==> src/rtl/synth_const_pkg.sv <==
`default_nettype none
// ============================================================================
//  Module      : synth_const_pkg
//  Description : Shared constants for the oscillator constant-map builder:
//                semitone base table, word widths, tuning unity, note count,
//                reference octave and the builder FSM state type.
//  Revision    : 1.0  initial release
// ============================================================================
package synth_const_pkg;

  localparam int CONST_W     = 24;     // phase-increment word width
  localparam int TUNE_W      = 16;     // tune word width, unsigned Q2.14
  localparam int TUNE_FRAC   = 14;     // fractional bits of the tune word
  localparam int TUNE_UNITY  = 16384;  // 1.0 in Q2.14
  localparam int NOTE_COUNT  = 256;    // table entries
  localparam int TOP_REF_OCT = 10;     // octave at which BASE is used unshifted
  localparam int SEMI_COUNT  = 12;
  localparam int MAX_OCT     = 21;     // octave of note 255
  localparam int BASE_W      = 13;

  // Phase increments of one reference octave, semitone 0..11
  localparam logic [BASE_W-1:0] BASE [SEMI_COUNT] = '{
    13'd2608, 13'd2763, 13'd2927, 13'd3101, 13'd3286, 13'd3481,
    13'd3688, 13'd3908, 13'd4140, 13'd4386, 13'd4647, 13'd4923
  };

  typedef enum logic [1:0] {
    ST_IDLE  = 2'd0,
    ST_RUN   = 2'd1,
    ST_DRAIN = 2'd2
  } state_t;

  // Base constant for a semitone; codes 12..15 never occur and map to 0
  function automatic logic [BASE_W-1:0] base_of(input logic [3:0] i_semi);
    logic [BASE_W-1:0] w_b;
    w_b = '0;
    case (i_semi)
      4'd0:    w_b = BASE[0];
      4'd1:    w_b = BASE[1];
      4'd2:    w_b = BASE[2];
      4'd3:    w_b = BASE[3];
      4'd4:    w_b = BASE[4];
      4'd5:    w_b = BASE[5];
      4'd6:    w_b = BASE[6];
      4'd7:    w_b = BASE[7];
      4'd8:    w_b = BASE[8];
      4'd9:    w_b = BASE[9];
      4'd10:   w_b = BASE[10];
      4'd11:   w_b = BASE[11];
      default: w_b = '0;
    endcase
    return w_b;
  endfunction

endpackage
`default_nettype wire

==> src/rtl/const_calc.sv <==
`default_nettype none
// ============================================================================
//  Module      : const_calc
//  Description : Two-stage datapath producing one table word per cycle.
//                Stage A: BASE[semi] * tune, rescaled by the Q2.14 fraction.
//                Stage B: octave shift relative to the reference octave,
//                saturated to CONST_W bits, registered onto o_data.
//  Ports       : clk, reset   - clock, synchronous active-high reset
//                i_semi       - semitone 0..11
//                i_oct        - octave 0..21
//                i_tune       - latched tune word (Q2.14)
//                o_data       - phase increment, two cycles after inputs
//  Revision    : 1.0  initial release
// ============================================================================
module const_calc
  import synth_const_pkg::*;
#(
  parameter int CONST_W = synth_const_pkg::CONST_W,
  parameter int TUNE_W  = synth_const_pkg::TUNE_W
) (
  input  logic               clk,
  input  logic               reset,
  input  logic [3:0]         i_semi,
  input  logic [4:0]         i_oct,
  input  logic [TUNE_W-1:0]  i_tune,
  output logic [CONST_W-1:0] o_data
);

  localparam int         c_PROD_W  = BASE_W + TUNE_W;
  localparam int         c_V_W     = c_PROD_W - TUNE_FRAC;
  // Widest left shift is MAX_OCT - TOP_REF_OCT, so this never loses bits
  localparam int         c_SH_W    = c_V_W + (MAX_OCT - TOP_REF_OCT);
  localparam logic [4:0] c_REF_OCT = 5'(TOP_REF_OCT);

  logic [c_V_W-1:0]   r_v;
  logic [4:0]         r_oct;
  logic [CONST_W-1:0] r_data;
  logic [c_SH_W-1:0]  w_ext;
  logic [c_SH_W-1:0]  w_sh;
  logic [CONST_W-1:0] w_sat;

  assign w_ext = c_SH_W'(r_v);

  always_comb begin
    w_sh = '0;
    if (r_oct < c_REF_OCT) begin
      w_sh = w_ext >> (c_REF_OCT - r_oct);
    end else begin
      w_sh = w_ext << (r_oct - c_REF_OCT);
    end
  end

  generate
    if (c_SH_W > CONST_W) begin : g_sat
      assign w_sat = (|w_sh[c_SH_W-1:CONST_W]) ? {CONST_W{1'b1}} : w_sh[CONST_W-1:0];
    end else begin : g_nosat
      assign w_sat = CONST_W'(w_sh);
    end
  endgenerate

  always_ff @(posedge clk) begin
    if (reset) begin
      r_v    <= '0;
      r_oct  <= '0;
      r_data <= '0;
    end else begin
      // Truncating rescale: drop the Q2.14 fraction of the product
      r_v    <= c_V_W'((c_PROD_W'(base_of(i_semi)) * c_PROD_W'(i_tune)) >> TUNE_FRAC);
      r_oct  <= i_oct;
      r_data <= w_sat;
    end
  end

  assign o_data = r_data;

endmodule
`default_nettype wire

==> src/rtl/constmap_table_writer.sv <==
`default_nettype none
// ============================================================================
//  Module      : constmap_table_writer
//  Description : Builds the 256-entry note -> phase-increment table. Each run
//                walks notes 0..255 (semitone/octave wrap counters), computes
//                BASE[s]*tune octave-shifted and saturated, and writes it to
//                the table RAM write port. Three-stage pipeline: index,
//                multiply, shift/saturate onto wr_*.
//  Ports       : clk, reset    - clock, synchronous active-high reset
//                i_start       - 1-cycle rebuild request (ignored while busy)
//                i_tune        - tuning factor Q2.14, sampled on acceptance
//                o_busy        - run in progress
//                o_done        - 1-cycle pulse after the last write
//                o_wr_en       - table RAM write enable
//                o_wr_addr     - table RAM write address (note number)
//                o_wr_data     - table RAM write data
//  Revision    : 1.0  initial release
// ============================================================================
module constmap_table_writer
  import synth_const_pkg::*;
#(
  parameter bit AUTO_INIT = 1'b1,
  parameter int CONST_W   = synth_const_pkg::CONST_W,
  parameter int TUNE_W    = synth_const_pkg::TUNE_W
) (
  input  logic               clk,
  input  logic               reset,
  input  logic               i_start,
  input  logic [TUNE_W-1:0]  i_tune,
  output logic               o_busy,
  output logic               o_done,
  output logic               o_wr_en,
  output logic [7:0]         o_wr_addr,
  output logic [CONST_W-1:0] o_wr_data
);

  localparam logic [7:0] c_LAST_NOTE = 8'(NOTE_COUNT - 1);

  state_t            r_state;
  logic              r_auto_pend;
  logic              r_busy;
  logic              r_done;
  logic [TUNE_W-1:0] r_tune;
  logic [3:0]        r_semi;
  logic [4:0]        r_oct;
  logic [7:0]        r_note;
  // stage 1: index registers
  logic              r_s1_vld;
  logic [3:0]        r_s1_semi;
  logic [4:0]        r_s1_oct;
  logic [7:0]        r_s1_addr;
  // stage 2: address riding alongside the multiply
  logic              r_s2_vld;
  logic [7:0]        r_s2_addr;
  // stage 3: write-port control
  logic              r_wr_en;
  logic [7:0]        r_wr_addr;
  logic              w_accept;

  // A run cannot start on the cycle done is high, i.e. the cycle busy falls
  assign w_accept = (r_state == ST_IDLE) && !r_done && (i_start || r_auto_pend);

  always_ff @(posedge clk) begin
    if (reset) begin
      r_state     <= ST_IDLE;
      r_auto_pend <= AUTO_INIT;
      r_busy      <= 1'b0;
      r_done      <= 1'b0;
      r_tune      <= TUNE_W'(TUNE_UNITY);
      r_semi      <= '0;
      r_oct       <= '0;
      r_note      <= '0;
      r_s1_vld    <= 1'b0;
      r_s1_semi   <= '0;
      r_s1_oct    <= '0;
      r_s1_addr   <= '0;
      r_s2_vld    <= 1'b0;
      r_s2_addr   <= '0;
      r_wr_en     <= 1'b0;
      r_wr_addr   <= '0;
    end else begin
      r_done   <= 1'b0;
      r_s1_vld <= 1'b0;

      case (r_state)
        ST_IDLE: begin
          if (w_accept) begin
            r_state     <= ST_RUN;
            r_busy      <= 1'b1;
            r_auto_pend <= 1'b0;
            r_tune      <= i_tune;
            r_semi      <= '0;
            r_oct       <= '0;
            r_note      <= '0;
          end
        end
        ST_RUN: begin
          r_s1_vld  <= 1'b1;
          r_s1_semi <= r_semi;
          r_s1_oct  <= r_oct;
          r_s1_addr <= r_note;
          if (r_semi == 4'd11) begin
            r_semi <= '0;
            r_oct  <= r_oct + 5'd1;
          end else begin
            r_semi <= r_semi + 4'd1;
          end
          r_note <= r_note + 8'd1;
          if (r_note == c_LAST_NOTE) begin
            r_state <= ST_DRAIN;
          end
        end
        ST_DRAIN: begin
          // Last entry is on the write port this cycle: pipeline is empty next
          if (r_wr_en && (r_wr_addr == c_LAST_NOTE)) begin
            r_state <= ST_IDLE;
            r_busy  <= 1'b0;
            r_done  <= 1'b1;
          end
        end
        default: begin
          r_state <= ST_IDLE;
          r_busy  <= 1'b0;
        end
      endcase

      r_s2_vld  <= r_s1_vld;
      r_s2_addr <= r_s1_addr;
      r_wr_en   <= r_s2_vld;
      if (r_s2_vld) begin
        r_wr_addr <= r_s2_addr;
      end
    end
  end

  const_calc #(
    .CONST_W (CONST_W),
    .TUNE_W  (TUNE_W)
  ) u_calc (
    .clk    (clk),
    .reset  (reset),
    .i_semi (r_s1_semi),
    .i_oct  (r_s1_oct),
    .i_tune (r_tune),
    .o_data (o_wr_data)
  );

  assign o_busy    = r_busy;
  assign o_done    = r_done;
  assign o_wr_en   = r_wr_en;
  assign o_wr_addr = r_wr_addr;

endmodule
`default_nettype wire

==> config.mk <==
export PLATFORM = sky130hd
export DESIGN_NAME = constmap_table_writer
export DESIGN_NICKNAME = d
export VERILOG_FILES = /design/src/rtl/synth_const_pkg.sv /design/src/rtl/const_calc.sv /design/src/rtl/constmap_table_writer.sv
export SDC_FILE = /design/constraint.sdc
export NUM_CORES = 1
export LEC_CHECK = 0
export BUFFER_PORTS_ARGS = -buffer_cell sky130_fd_sc_hd__buf_4
export CORE_MARGIN = 1.5
export CORE_UTILIZATION = 23
export CTS_BUF_LIST = sky130_fd_sc_hd__clkbuf_8 sky130_fd_sc_hd__clkbuf_16
export CTS_CLUSTER_SIZE = 16
export DETAILED_ROUTE_END_ITERATION = 7
export PLACE_DENSITY = 0.39
export SLEW_MARGIN = 5
export SYNTH_ARGS = -nofsm -noshare
export SYNTH_HDL_FRONTEND = slang
export SYNTH_SLANG_ARGS = --single-unit
==> constraint.sdc <==
create_clock -name clk -period 5.55 [get_ports clk]
set_input_delay 0.2775 -clock clk [delete_from_list [all_inputs] [get_ports clk]]
set_output_delay 0.2775 -clock clk [all_outputs]
set_load 0.02 [all_outputs]
After elaboration in Yosys (flattened, before gate mapping)
Memory sizes are Yosys's and may differ from the RTL's. A register that Yosys moved wholly into a read port is not among the register bits.
Cells that the tools add are included.
- reduce and logical (&&, ||, !) cells: 14
- add/subtract/negate cells: 5
- mux-type cells: 22
- $mul: 1
- bitwise operators: 2
- eq/ne operators: 9
- $lt $le $gt $ge: 1
- shift operators: 2
- operators by type and width (operator ; number):
    13-bit by 16-bit multiplier with 29-bit output ; 1
    26-bit two-way mux ; 1
    15-bit by 5-bit << shifter with 26-bit output ; 1
    15-bit by 5-bit right shift with 26-bit output ; 1
    24-bit two-way mux ; 1
    8-bit equality test (second input constant) ; 2
    4-bit two-way mux ; 4
    8-bit one-hot mux with 2 select lines ; 1
    13-bit two-way mux ; 1
    5-bit two-way mux ; 2
    5-bit one-hot mux with 2 select lines ; 1
    3-bit AND reduction ; 3
    8-bit by 1-bit adder with 8-bit output (second input constant) ; 1
    8-bit two-way mux ; 1
    2-bit != test (second input constant) ; 4
    4-bit one-hot mux with 2 select lines ; 1
    2-bit two-way mux ; 3
    2-bit one-hot mux with 3 select lines ; 1
    5-bit by 1-bit adder with 5-bit output (second input constant) ; 1
    5-bit by 4-bit less-than comparator with 1-bit output (second input constant) ; 1
    4-bit by 5-bit subtractor with 5-bit output (first input constant) ; 1
    5-bit by 4-bit subtractor with 5-bit output (second input constant) ; 1
    4-bit by 1-bit adder with 4-bit output (second input constant) ; 1
    4-bit equality test (second input constant) ; 1
    12 further kinds ; 20
- bits in registers: 118
- memories kept: 1
- output and inout bits: 35
- ROM bits: 208
- memories (name ; depth ; width ; rd ports ; clocked after Yosys merged registers in ; wr ports ; line ; source):
    (name not given) ; 16 ; 13 ; 1 ; 1 ; 0 ; synth_const_pkg.sv:37 ; case (i_semi)

Depth between registers and ports, before layout
Gate-level depths: netlist (run 1).
- word-level depth: 5
- gate-level depth with buffers: 20

Cells and area by module
From an unflattened synthesis (run 1), not the netlist that was laid out.
- cell total of the unflattened synthesis: 1469
- area, all modules: 12731.0 um2
- by module, submodules not included (module ; area each (um2) ; instances ; cells each ; sequential area each (um2)):
    const_calc ; 9887.0 ; 1 ; 1156 ; 880.8
    constmap_table_writer ; 2844.0 ; 1 ; 313 ; 1481.4

Worst setup path after synthesis (run 1)
No wires, ideal clock.
- kind: register -> register
- from: register (tool-made name)
- to: register u_calc.r_v[14]
- library setup time: 0.121 ns
- arrival: 4.972 ns
- clock period less this slack: 5.092 ns
- path slack: 0.458 ns
- data required time: 5.429 ns
- cell stages (with the launch flop): 19
- path buffers: 2
- cells stage by stage: dfxtp_1 clkbuf_1 nand2_1 fa_1 inv_1 fa_1 fa_1 fa_1 inv_1 fa_1 inv_1 ha_1 clkbuf_1 and4_1 and3_1 a221o_1 a31oi_1 o21ai_0 mux2_2
- RTL lines (what ; line ; source):
    end signal: assignment ; const_calc.sv:68 ; r_v <= c_V_W'((c_PROD_W'(base_of(i_semi)) * c_PROD_W'(i_tune)) >> TUNE_FRAC);
    end: declaration ; const_calc.sv:35 ; logic [c_V_W-1:0] r_v;

Worst setup path after layout (run 1)
- from: register r_tune[13]
- to: register u_calc.r_v[12]
- word-level cells in the longest chain between the ends: 1
- ends and longest elaborated chain (what ; line ; source):
    start: declaration ; constmap_table_writer.sv:43 ; logic [TUNE_W-1:0] r_tune;
    start signal: assignment ; constmap_table_writer.sv:69 ; r_tune <= TUNE_W'(TUNE_UNITY);
    start signal: assignment ; constmap_table_writer.sv:91 ; r_tune <= i_tune;
    13-bit by 16-bit multiplier with 29-bit output ; const_calc.sv:68 ;
No other way between the ends.
A chain may end at the register's enable or synchronous reset.

==> results of run 1 <==
-- power by group through the flow --
| stage | Combinational, mW | Clock, mW | Sequential [mW] |
|---|---|---|---|
| 2_1_floorplan | 1.08 | 0 | 1.10 |
| 4_1_cts | 1.53 | 1.15 | 1.14 |
| 5_1_grt | 1.72 | 1.20 | 1.15 |
| 3_3_place_gp | 1.54 | 0 | 1.16 |
| 6_report | 1.52 | 1.11 | 1.14 |
| 3_5_place_dp | 1.52 | 0 | 1.16 |
-- placed cells by master (no fill, tap or decap), types with 4 or more instances in the layout --
| master | count |
|---|---|
| a211oi_1 | 6 |
| a21boi_0 | 4 |
| a21o_1 | 6 |
| a21oi_1 | 69 |
| a221oi_1 | 5 |
| a22oi_1 | 9 |
| a31oi_1 | 16 |
| a32oi_1 | 4 |
| and2_1 | 98 |
| and3_1 | 10 |
| buf_4 | 98 |
| clkbuf_16 | 17 |
| dfxtp_1 | 117 |
| dfxtp_2 | 14 |
| fa_1 | 153 |
| ha_1 | 83 |
| inv_1 | 201 |
| inv_6 | 7 |
| mux2_2 | 17 |
| mux2i_1 | 48 |
| mux4_1 | 8 |
| mux4_2 | 5 |
| nand2_1 | 200 |
| nand2b_1 | 6 |
| nand3_1 | 35 |
| nand4_1 | 9 |
| nor2_1 | 74 |
| nor2b_1 | 28 |
| nor3_1 | 16 |
| nor4_1 | 4 |
| o21a_1 | 4 |
| o21ai_0 | 42 |
| o22a_1 | 19 |
| xnor2_1 | 9 |
| xor2_1 | 6 |
-- per-layer routing --
layer  up-vias  GRT usage, %
li1       4812             -
met1      5016          17.2
met2       181          21.5
met3        31          2.36
met4         0          3.76
met5         -             0
-- cell families after synthesis --
| kind of cell | Yosys count | share of synthesized area [%] |
|---|---|---|
| AO/OA/AOI/OAI | 215 | 10.8 |
| adder cells (fa/ha/maj) | 236 | 32.2 |
| AND/OR/NAND/NOR | 497 | 18.7 |
| buffers and inverters | 285 | 8.75 |
| XOR/XNOR | 17 | 1.29 |
| flip-flops | 131 | 20.6 |
| multiplexers | 78 | 7.80 |
-- path summary, 6_finish.rpt --
kind	start	endpoint	cells after the start
setup / recovery	r_tune[13]	u_calc.r_v[12]	16
hold / removal	i_tune[14]	r_tune[14]	3
setup reg to reg	r_tune[13]	u_calc.r_v[12]	16
hold reg to reg	r_s1_vld	r_s2_vld	1
-- worst reg2reg max path, delay by kind of cell, from the launching register on --
kind                     cells  cell delay (ns)
adder cells (fa/ha/maj)      6             2.72
AO/OA/AOI/OAI                3             0.81
AND/OR/NAND/NOR              3             0.51
flip-flops                   1             0.42
multiplexers                 1             0.37
buffers and inverters        3             0.32
-- per-stage QoR --
| step | area (µm²) | power (mW) | std cells | setup slack (ns) | TNS [ns] |
|---|---|---|---|---|---|
| after detailed placement | 14100 | 2.68 | 2224 | -0.101 | -0.255 |
| final | 14700 | 3.77 | 2256 | 0.293 | 0 |
| after CTS | 14700 | 3.82 | 2255 | 0.0326 | 0 |
| after global placement | 14100 | 2.69 | 2224 | 0.00793 | 0 |
| after floorplan | 12800 | 2.18 | 1459 | 0.458 | 0 |
| after global routing | 14700 | 4.07 | 2255 | 0.0132 | 0 |
-- layout make-up --
type	count	area share (%)
Antenna cell	1	0.0170
Clock buffer	19	3.08
Clock inverter	12	0.817
Inverter	203	5.18
Multi-Input combinational cell	1043	61.5
Sequential cell	131	17.9
Tap cell	748	6.36
Timing Repair Buffer	99	5.14
-- state kept, by name (all words and copies together) (netlist names), named ones only --
name,cells
o_done,1
r_tune,16
r_note,8
r_oct,5
o_wr_en,1
r_s1_semi,4
r_state,2
r_s1_vld,1
r_semi,4
r_s1_oct,5
o_busy,1
r_s2_vld,1
u_calc.r_v,15
u_calc.o_data,24
r_auto_pend,1
r_s1_addr,8
o_wr_addr,8
r_s2_addr,8
u_calc.r_oct,5
-- what timing repair did --
item,CTS,global route
setup buffers,0,0
resized for setup,2,18
pin swaps,0,0
hold buffers,0,0
endpoints found under the setup margin,2,10
==> out/metrics.yaml, run 1 <==
outcome: "finished clean"
track_usage_pct: 13.0
cts_sinks: 131
yosysMostFrequentCell: "inv_1"
routabilityCongestion: 0.848
core_um2: 55000
min_period_ns: 5.26
slew_headroom_pct: 37.6
start_util_pct: 23.2
die_w_um: 238
clock_skew_ns: 0.00900
dr_wl_met2_um: 16400
synth-edff-count: 0
hold_class: "input port to register"
vias: 10000
regToRegSetupSlack_ns: 0.29
setup_viol: 0
endpoint_kind: "register"
max_freq_mhz: 190
min_period_over_period_pct: 94.7
worstMarginPinSlew_ns: 0.932
wl_um: 35400
drive_gt1_share_pct: 12.2
nNetsFinal: 1750
syn_nets: 1714
switchingPower_mw: 1.47
grt_max_degree: 75
yosysSeqAreaShare_pct: 20.6
ys_seq_elements: 131
viasPerCell: 4.45
critPathMaxStageDelay_ns: 0.53
drt-initial-drc-count: 643
yosysUniqueCellTypes: 66
antenna_found_initial: 0
portBuffers: 53
sequentialPowerShare_pct: 30.2
dieArea_um2: 56900
cts_tree: "built"
path_class: "register to register"
synth_flop_cell: "dfxtp_1"
clockBufferDepth: 2
fp-row-count: 86
grt_overflow_total: 0
htree_levels: 4
critPathSlowestCell: "fa_1"
syn_to_final_growth_pct: 15.3
multiInputGateArea_um2: 9040
dp_hpwl_um: 28200
cp_num_buf_inv: 3
regArea_um2: 2640
required_ns: 5.88
maxCapViolCount: 0
crit_top_cell: "fa_1"
wl_per_cell_um: 15.7
synth.cell_area_um2: 12800
nFillCells: 5965
die_h_um: 238
synthTopCellsByCount: "inv_1, nand2_1, fa_1"
critical_path_arrival_ns: 5.59
yosys.area.top_type: "fa_1"
drt-met1-wl_um: 16900
ys_warn_count: 0
ant_nets: 0
power.share.clock_pct: 29.5
critical_path.max_fanout: 8
wl_met3_um: 1420
netSwitchingFraction_pct: 39.0
fin_util_pct: 26.7
firstDrtPassIters: 5
leakage_nw: 6.58
synth_top_area_share_pct: 24.0
combPwrFrac_pct: 40.3
remaining_drc_errors: 0
highest_layer: "met4"
rsz0062_at_grt: "false"
crit_chain: "buf_4 -> and2_1 -> fa_1 -> inv_1 -> fa_1 -> fa_1 -> inv_1 -> fa_1 -> fa_1 -> ha_1 -> a21oi_1 -> o21ai_0 -> a211oi_1 -> nor2_1 -> nor4_1 -> mux2_2"
cts_root_buf: "clkbuf_16"
yosys-top-cells-area: "fa_1, dfxtp_1, ha_1"
crit_family: "adder cells"
ys_async_sr_fraction_pct: 0
synthesis.instances: 1459
ios: 54
vdd_drop_max_uv: 223
cp-start-kind: "register"
hold_violations: 0
p_int_mw: 2.30
insertion_delay_ns: 0.44
grt_pass1_wl_um: 57500
whs_ns: 0.0631
first_global_vias: 10500
slew_viol_final: 0
cts_made_buffers: 17
clk_pin_slew_worst_paths_ns: 0.06
syn_avg_cell_area_um2: 8.74
pwr_density_cell_nw_per_um2: 257
No activity file was read; power rests on OpenSTA's default activity.
==> run 2: changes to the inputs <==
Settings changed: SLEW_MARGIN 5 to 10.
Clock period 5.55 ns to 6.2 ns, I/O delays scaled along.
==> run 2 against run 1 <==
Design area fell by 1.6%; global-route usage hardly changed; clock skew rose by 0.0075 ns; count of clock-buffer cells in the layout decreased by 2; via count down 1.6%; sequential cell count stayed put; clock power shrank 5%; critical path type unchanged; wire length fell by 1.6%; hold slack improved by 0.024 ns; power decreased by 11%.
==> out/metrics.yaml, run 2 (same netlist as run 1, synthesis figures left out) <==
die_w_um: 238  # unchanged
finalPower_mw: 3.36  # -11%
firstDrtPassIters: 5  # unchanged
largest_reg_flops: 24  # unchanged
final_cell_mix: "inv_1, nand2_1, fa_1"
diodes: 0  # -1
endpoint: "u_calc.r_v[14]"
pwr_density_cell_nw_per_um2: 232  # -9.5%
pre_cts_ws_ns: 0.532  # +0.632 ns
power.share.clock_pct: 31.1  # +1.6 points
outcome: "finished clean"
clk_pin_slew_worst_paths_ns: 0.07  # about the same
hold_class: "input port to register"
grt_pass1_wl_um: 57800  # +0.37%
critical_path_arrival_ns: 5.95  # +0.36 ns
netSwitchingFraction_pct: 38.5  # -0.49 points
clockBufferDepth: 2  # unchanged
remaining_drc_errors: 0  # unchanged
max_freq_mhz: 178  # -6.4%
start_util_pct: 23.2  # unchanged
final_area_um2: 14500  # -1.6%
cts_made_buffers: 17  # unchanged
grt_max_degree: 75  # unchanged
cts_sinks: 131  # unchanged
whs_ns: 0.0875  # +0.0244 ns
insertion_delay_ns: 0.45  # about the same
nNetsFinal: 1722  # -1.6%
first_global_vias: 10400  # -1.2%
place_inst: 2196  # -1.3%
cts_resized: 0  # -2
cp-start-kind: "register"
ios: 54  # unchanged
r2r_end: "u_calc.r_v[14]"
sequentialPowerShare_pct: 30.6  # +0.4 points
regToRegSetupSlack_ns: 0.58  # +0.29 ns
antenna_found_initial: 0  # unchanged
fin_util_pct: 26.3  # -0.42 points
core_um2: 55000  # unchanged
die_h_um: 238  # unchanged
worstMarginPinSlew_ns: 0.993  # +0.0612 ns
placed_area_um2: 13900  # -1.6%
dieArea_um2: 56900  # unchanged
fin_setup_tns_ns: 0  # unchanged
slew_viol_final: 0  # unchanged
viasPerCell: 4.44  # -0.33%
syn_to_final_growth_pct: 13.5
dp_hpwl_um: 27500  # -2.6%
grt_overflow_total: 0  # unchanged
p_int_mw: 2.07  # -10%
final_common_cell: "inv_1"
instances_no_fill: 2227  # -1.3%
min_period_over_period_pct: 90.6  # -4.1 points
drive_gt1_share_pct: 9.26  # -2.9 points
wl_per_cell_um: 15.7  # -0.30%
hold_violations: 0  # unchanged
rr_worst_depth: 16  # unchanged
combPwrFrac_pct: 38.3  # -2.0 points
htree_levels: 4  # unchanged
required_ns: 6.53  # +0.65 ns
slew_headroom_pct: 33.6  # -4.0 points
fp-row-count: 86  # unchanged
critical_path.max_fanout: 16  # +8
min_period_ns: 5.62  # +0.362 ns
vias: 9878  # -1.6%
routabilityCongestion: 0.842  # -0.67%
portBuffers: 53  # unchanged
rsz0062_at_grt: "false"
wl_um: 34900  # -1.6%
endpoint_kind: "register"
cts_root_buf: "clkbuf_16"
cts_tree: "built"
clock_skew_ns: 0.0165  # +0.00745 ns
track_usage_pct: 13.0  # -0.021 points
setup_viol: 0  # unchanged
cts_setup_buffers: 0  # unchanged
leakage_nw: 6.46  # -1.9%
ant_nets: 0  # unchanged
maxCapViolCount: 0  # unchanged
vdd_drop_max_uv: 227  # +1.9%
setup_slack_ns: 0.581  # +0.288 ns
path_class: "register to register"
cts_hold_buffers: 0  # unchanged
switchingPower_mw: 1.29  # -12%
drt-initial-drc-count: 484  # -25%
## run 2: cell types whose count changed in the layout (fill, tap and decap cells not counted), sizes merged
cell / previous run / this run
diode: 1 / 0
clkbuf: 19 / 17
buf: 99 / 71
inv: 210 / 209
bufinv: 1 / 3
clkinv: 2 / 5
clkinvlp: 2 / 0
## run 2: worst min path at each step
| stage | startpoint | to | slack [ns] | cells after the start |
|---|---|---|---|---|
| 2_1_floorplan | r_s1_vld | r_s2_vld | 0.41 | 1 |
| 3_3_place_gp | r_s1_vld | r_s2_vld | 0.44 | 1 |
| 3_5_place_dp | r_s1_vld | r_s2_vld | 0.43 | 1 |
| 4_1_cts | i_tune[14] | r_tune[14] | 0.06 | 3 |
| 5_1_grt | i_tune[14] | r_tune[14] | 0.08 | 3 |
| 6_report | i_tune[14] | r_tune[14] | 0.09 | 3 |
## run 2: area by class of cell
class	instances	area (µm²)
inverters	203	762
flip-flops and latches	131	2620
well taps	748	936
repair buffers	71	533
clock inverters	14	178
clock buffers	17	425
multi-input cells	1043	9020
fillers	5922	40500
## run 2: power by group through the flow
| stage | combinational [mW] | clock (mW) | sequential (mW) |
|---|---|---|---|
| 2_1_floorplan | 0.963 | 0 | 0.989 |
| 6_report | 1.29 | 1.05 | 1.03 |
| 3_5_place_dp | 1.28 | 0 | 1.05 |
| 3_3_place_gp | 1.30 | 0 | 1.05 |
| 4_1_cts | 1.29 | 1.08 | 1.03 |
| 5_1_grt | 1.47 | 1.12 | 1.05 |
## run 2: worst max-delay path: stages, from the launching register on
cell	delay, ns
dfxtp_1	0.76
nand2_1	0.17
fa_1	0.55
inv_1	0.05
fa_1	0.50
fa_1	0.51
fa_1	0.50
inv_1	0.05
fa_1	0.47
inv_1	0.04
ha_1	0.36
a21oi_1	0.29
o221ai_1	0.17
a221o_1	0.37
a31oi_1	0.27
o21ai_0	0.14
mux2_2	0.29
## run 2: per-layer routing
metal / vias to the layer above / global-route usage, % / routed length [µm]
met5: - / 0 / 0
met4: 0 / 3.51 / 555
met3: 30 / 2.49 / 1360
met2: 171 / 20.8 / 16100
met1: 4915 / 17.7 / 16900
li1: 4762 / - / -
==> run 3: changes to the inputs <==
Settings changed: CORE_UTILIZATION 23 to 45, PLACE_DENSITY 0.39 to 0.63.
==> run 3 against run 2 <==
Clock skew up 0.0014 ns; sequential cell count stayed put; non-clock buffer count shrank 10; maximum frequency decreased by 2.2%; largest power group unchanged; register-to-register slack worse by 0.13 ns; cell count down 17%; critical path depth stayed put; sequential power barely moved; design area shrank 4.0%; sequential share of layout area increased by 0.76 points; highest routed layer unchanged; count of clock-buffer cells in the layout unchanged; via count up 1.5%.
==> out/metrics.yaml, run 3 (same netlist as run 1, synthesis figures left out) <==
viasPerCell: 5.42  # +22%
hold_class: "input port to register"
drt-initial-drc-count: 684  # +41%
fin_setup_tns_ns: 0  # unchanged
antenna_found_initial: 0  # unchanged
clockBufferDepth: 2  # unchanged
core_um2: 27900  # -49%
wl_um: 30700  # -12%
insertion_delay_ns: 0.43  # -0.02 ns
rsz0062_at_grt: "false"
worstMarginPinSlew_ns: 1.04  # +0.0488 ns
whs_ns: 0.0857  # -0.00183 ns
cts_root_buf: "clkbuf_16"
path_class: "register to register"
instances_no_fill: 1849  # -17%
endpoint_kind: "register"
cts_resized: 0  # unchanged
setup_viol: 0  # unchanged
final_area_um2: 13900  # -4.0%
largest_reg_flops: 24  # unchanged
slew_viol_final: 0  # unchanged
remaining_drc_errors: 0  # unchanged
cts_made_buffers: 17  # unchanged
min_period_ns: 5.75  # +0.128 ns
max_freq_mhz: 174  # -2.2%
htree_levels: 4  # unchanged
critPathSlowestCell: "dfxtp_1"
drive_gt1_share_pct: 8.71  # -0.56 points
min_period_over_period_pct: 92.7  # +2.1 points
finalPower_mw: 3.26  # -3.0%
vias: 10000  # +1.5%
pre_cts_ws_ns: 0.491  # -0.0411 ns
crit_top_cell: "fa_1"
crit_chain: "nand2_1 -> fa_1 -> inv_1 -> fa_1 -> fa_1 -> fa_1 -> inv_1 -> fa_1 -> inv_1 -> ha_1 -> a21oi_1 -> o21ai_0 -> a21oi_1 -> nor3_1 -> nor4_1 -> mux2_2"
cts_sinks: 131  # unchanged
fp-row-count: 61  # -29%
cts_hold_buffers: 0  # unchanged
critical_path_arrival_ns: 6.05  # +0.10 ns
cts_setup_buffers: 0  # unchanged
cp_num_buf_inv: 3  # unchanged
outcome: "finished clean"
routabilityCongestion: 0.920  # +9.2%
firstDrtPassIters: 5  # unchanged
critPathMaxStageDelay_ns: 0.80  # +0.04 ns
final_cell_mix: "inv_1, nand2_1, fa_1"
placed_area_um2: 13300  # -3.9%
dieArea_um2: 29400  # -48%
first_global_vias: 10100  # -2.6%
start_util_pct: 45.8  # +23 points
critical_path.max_fanout: 16  # unchanged
nNetsFinal: 1712  # -0.58%
cp-start-kind: "register"
hold_violations: 0  # unchanged
dp_hpwl_um: 23300  # -15%
die_h_um: 171  # -28%
fin_util_pct: 49.9  # +24 points
leakage_nw: 6.38  # -1.2%
grt_max_degree: 76  # +1.3%
vdd_drop_max_uv: 161  # -29%
maxCapViolCount: 0  # unchanged
syn_to_final_growth_pct: 8.94
required_ns: 6.51  # -0.02 ns
portBuffers: 53  # unchanged
place_inst: 1816  # -17%
track_usage_pct: 22.2  # +9.2 points
wl_per_cell_um: 16.6  # +6.1%
cts_tree: "built"
setup_slack_ns: 0.453  # -0.128 ns
pwr_density_cell_nw_per_um2: 235  # +1.1%
crit_family: "adder cells"
slew_headroom_pct: 30.5  # -3.1 points
ant_nets: 0  # unchanged
clk_pin_slew_worst_paths_ns: 0.07  # about the same
grt_overflow_total: 0  # unchanged
clock_skew_ns: 0.0178  # +0.00138 ns
die_w_um: 171  # -28%
grt_pass1_wl_um: 51300  # -11%
final_common_cell: "inv_1"
ios: 54  # unchanged
==> run 3: cell types whose count changed in the layout (fill, tap and decap cells not counted) <==
cell,before,now
bufinv_16,3,0
diode_2,0,1
o21ai_1,1,2
clkinv_4,4,1
clkinvlp_4,0,2
inv_6,5,7
buf_4,71,61
o21ai_2,1,0
inv_1,202,201
inv_8,0,4
==> run 3: metal layers <==
metal	track usage [%]	routed length [µm]
met5	0	0
met4	7.21	672
met3	2.88	1550
met2	34.9	14200
met1	31.5	14300
==> run 3: area by class of cell <==
type / count / area (µm²)
diodes: 1 / 2.50
clock buffers: 17 / 425
flip-flops and latches: 131 / 2620
clock inverters: 15 / 135
well taps: 378 / 473
inverters: 203 / 762
repair buffers: 61 / 458
multi-input cells: 1043 / 9010
fillers: 2679 / 14000
==> run 3: final timing paths <==
check              from             end  slack [ns]  depth (start not counted)
max            register  u_calc.r_v[12]        0.45                         16
min          i_tune[14]      r_tune[14]        0.09                          3
max reg2reg    register  u_calc.r_v[12]        0.45                         16
min reg2reg    r_s1_vld        r_s2_vld        0.44                          1
==> run 3: where the power goes <==
group          internal (mW)  leakage, nW  switching (mW)
Sequential             0.914         1.07           0.125
Combinational          0.511         5.04           0.732
Clock                  0.531        0.274           0.448
==> run 3: worst reg2reg max path: stages (launching register included) <==
cell and delay, ns:
dfxtp_1 0.80, nand2_1 0.18, fa_1 0.56, inv_1 0.05, fa_1 0.48, fa_1 0.51
fa_1 0.50, inv_1 0.05, fa_1 0.48, inv_1 0.04, ha_1 0.35, a21oi_1 0.31
o21ai_0 0.29, a21oi_1 0.21, nor3_1 0.06, nor4_1 0.37, mux2_2 0.38
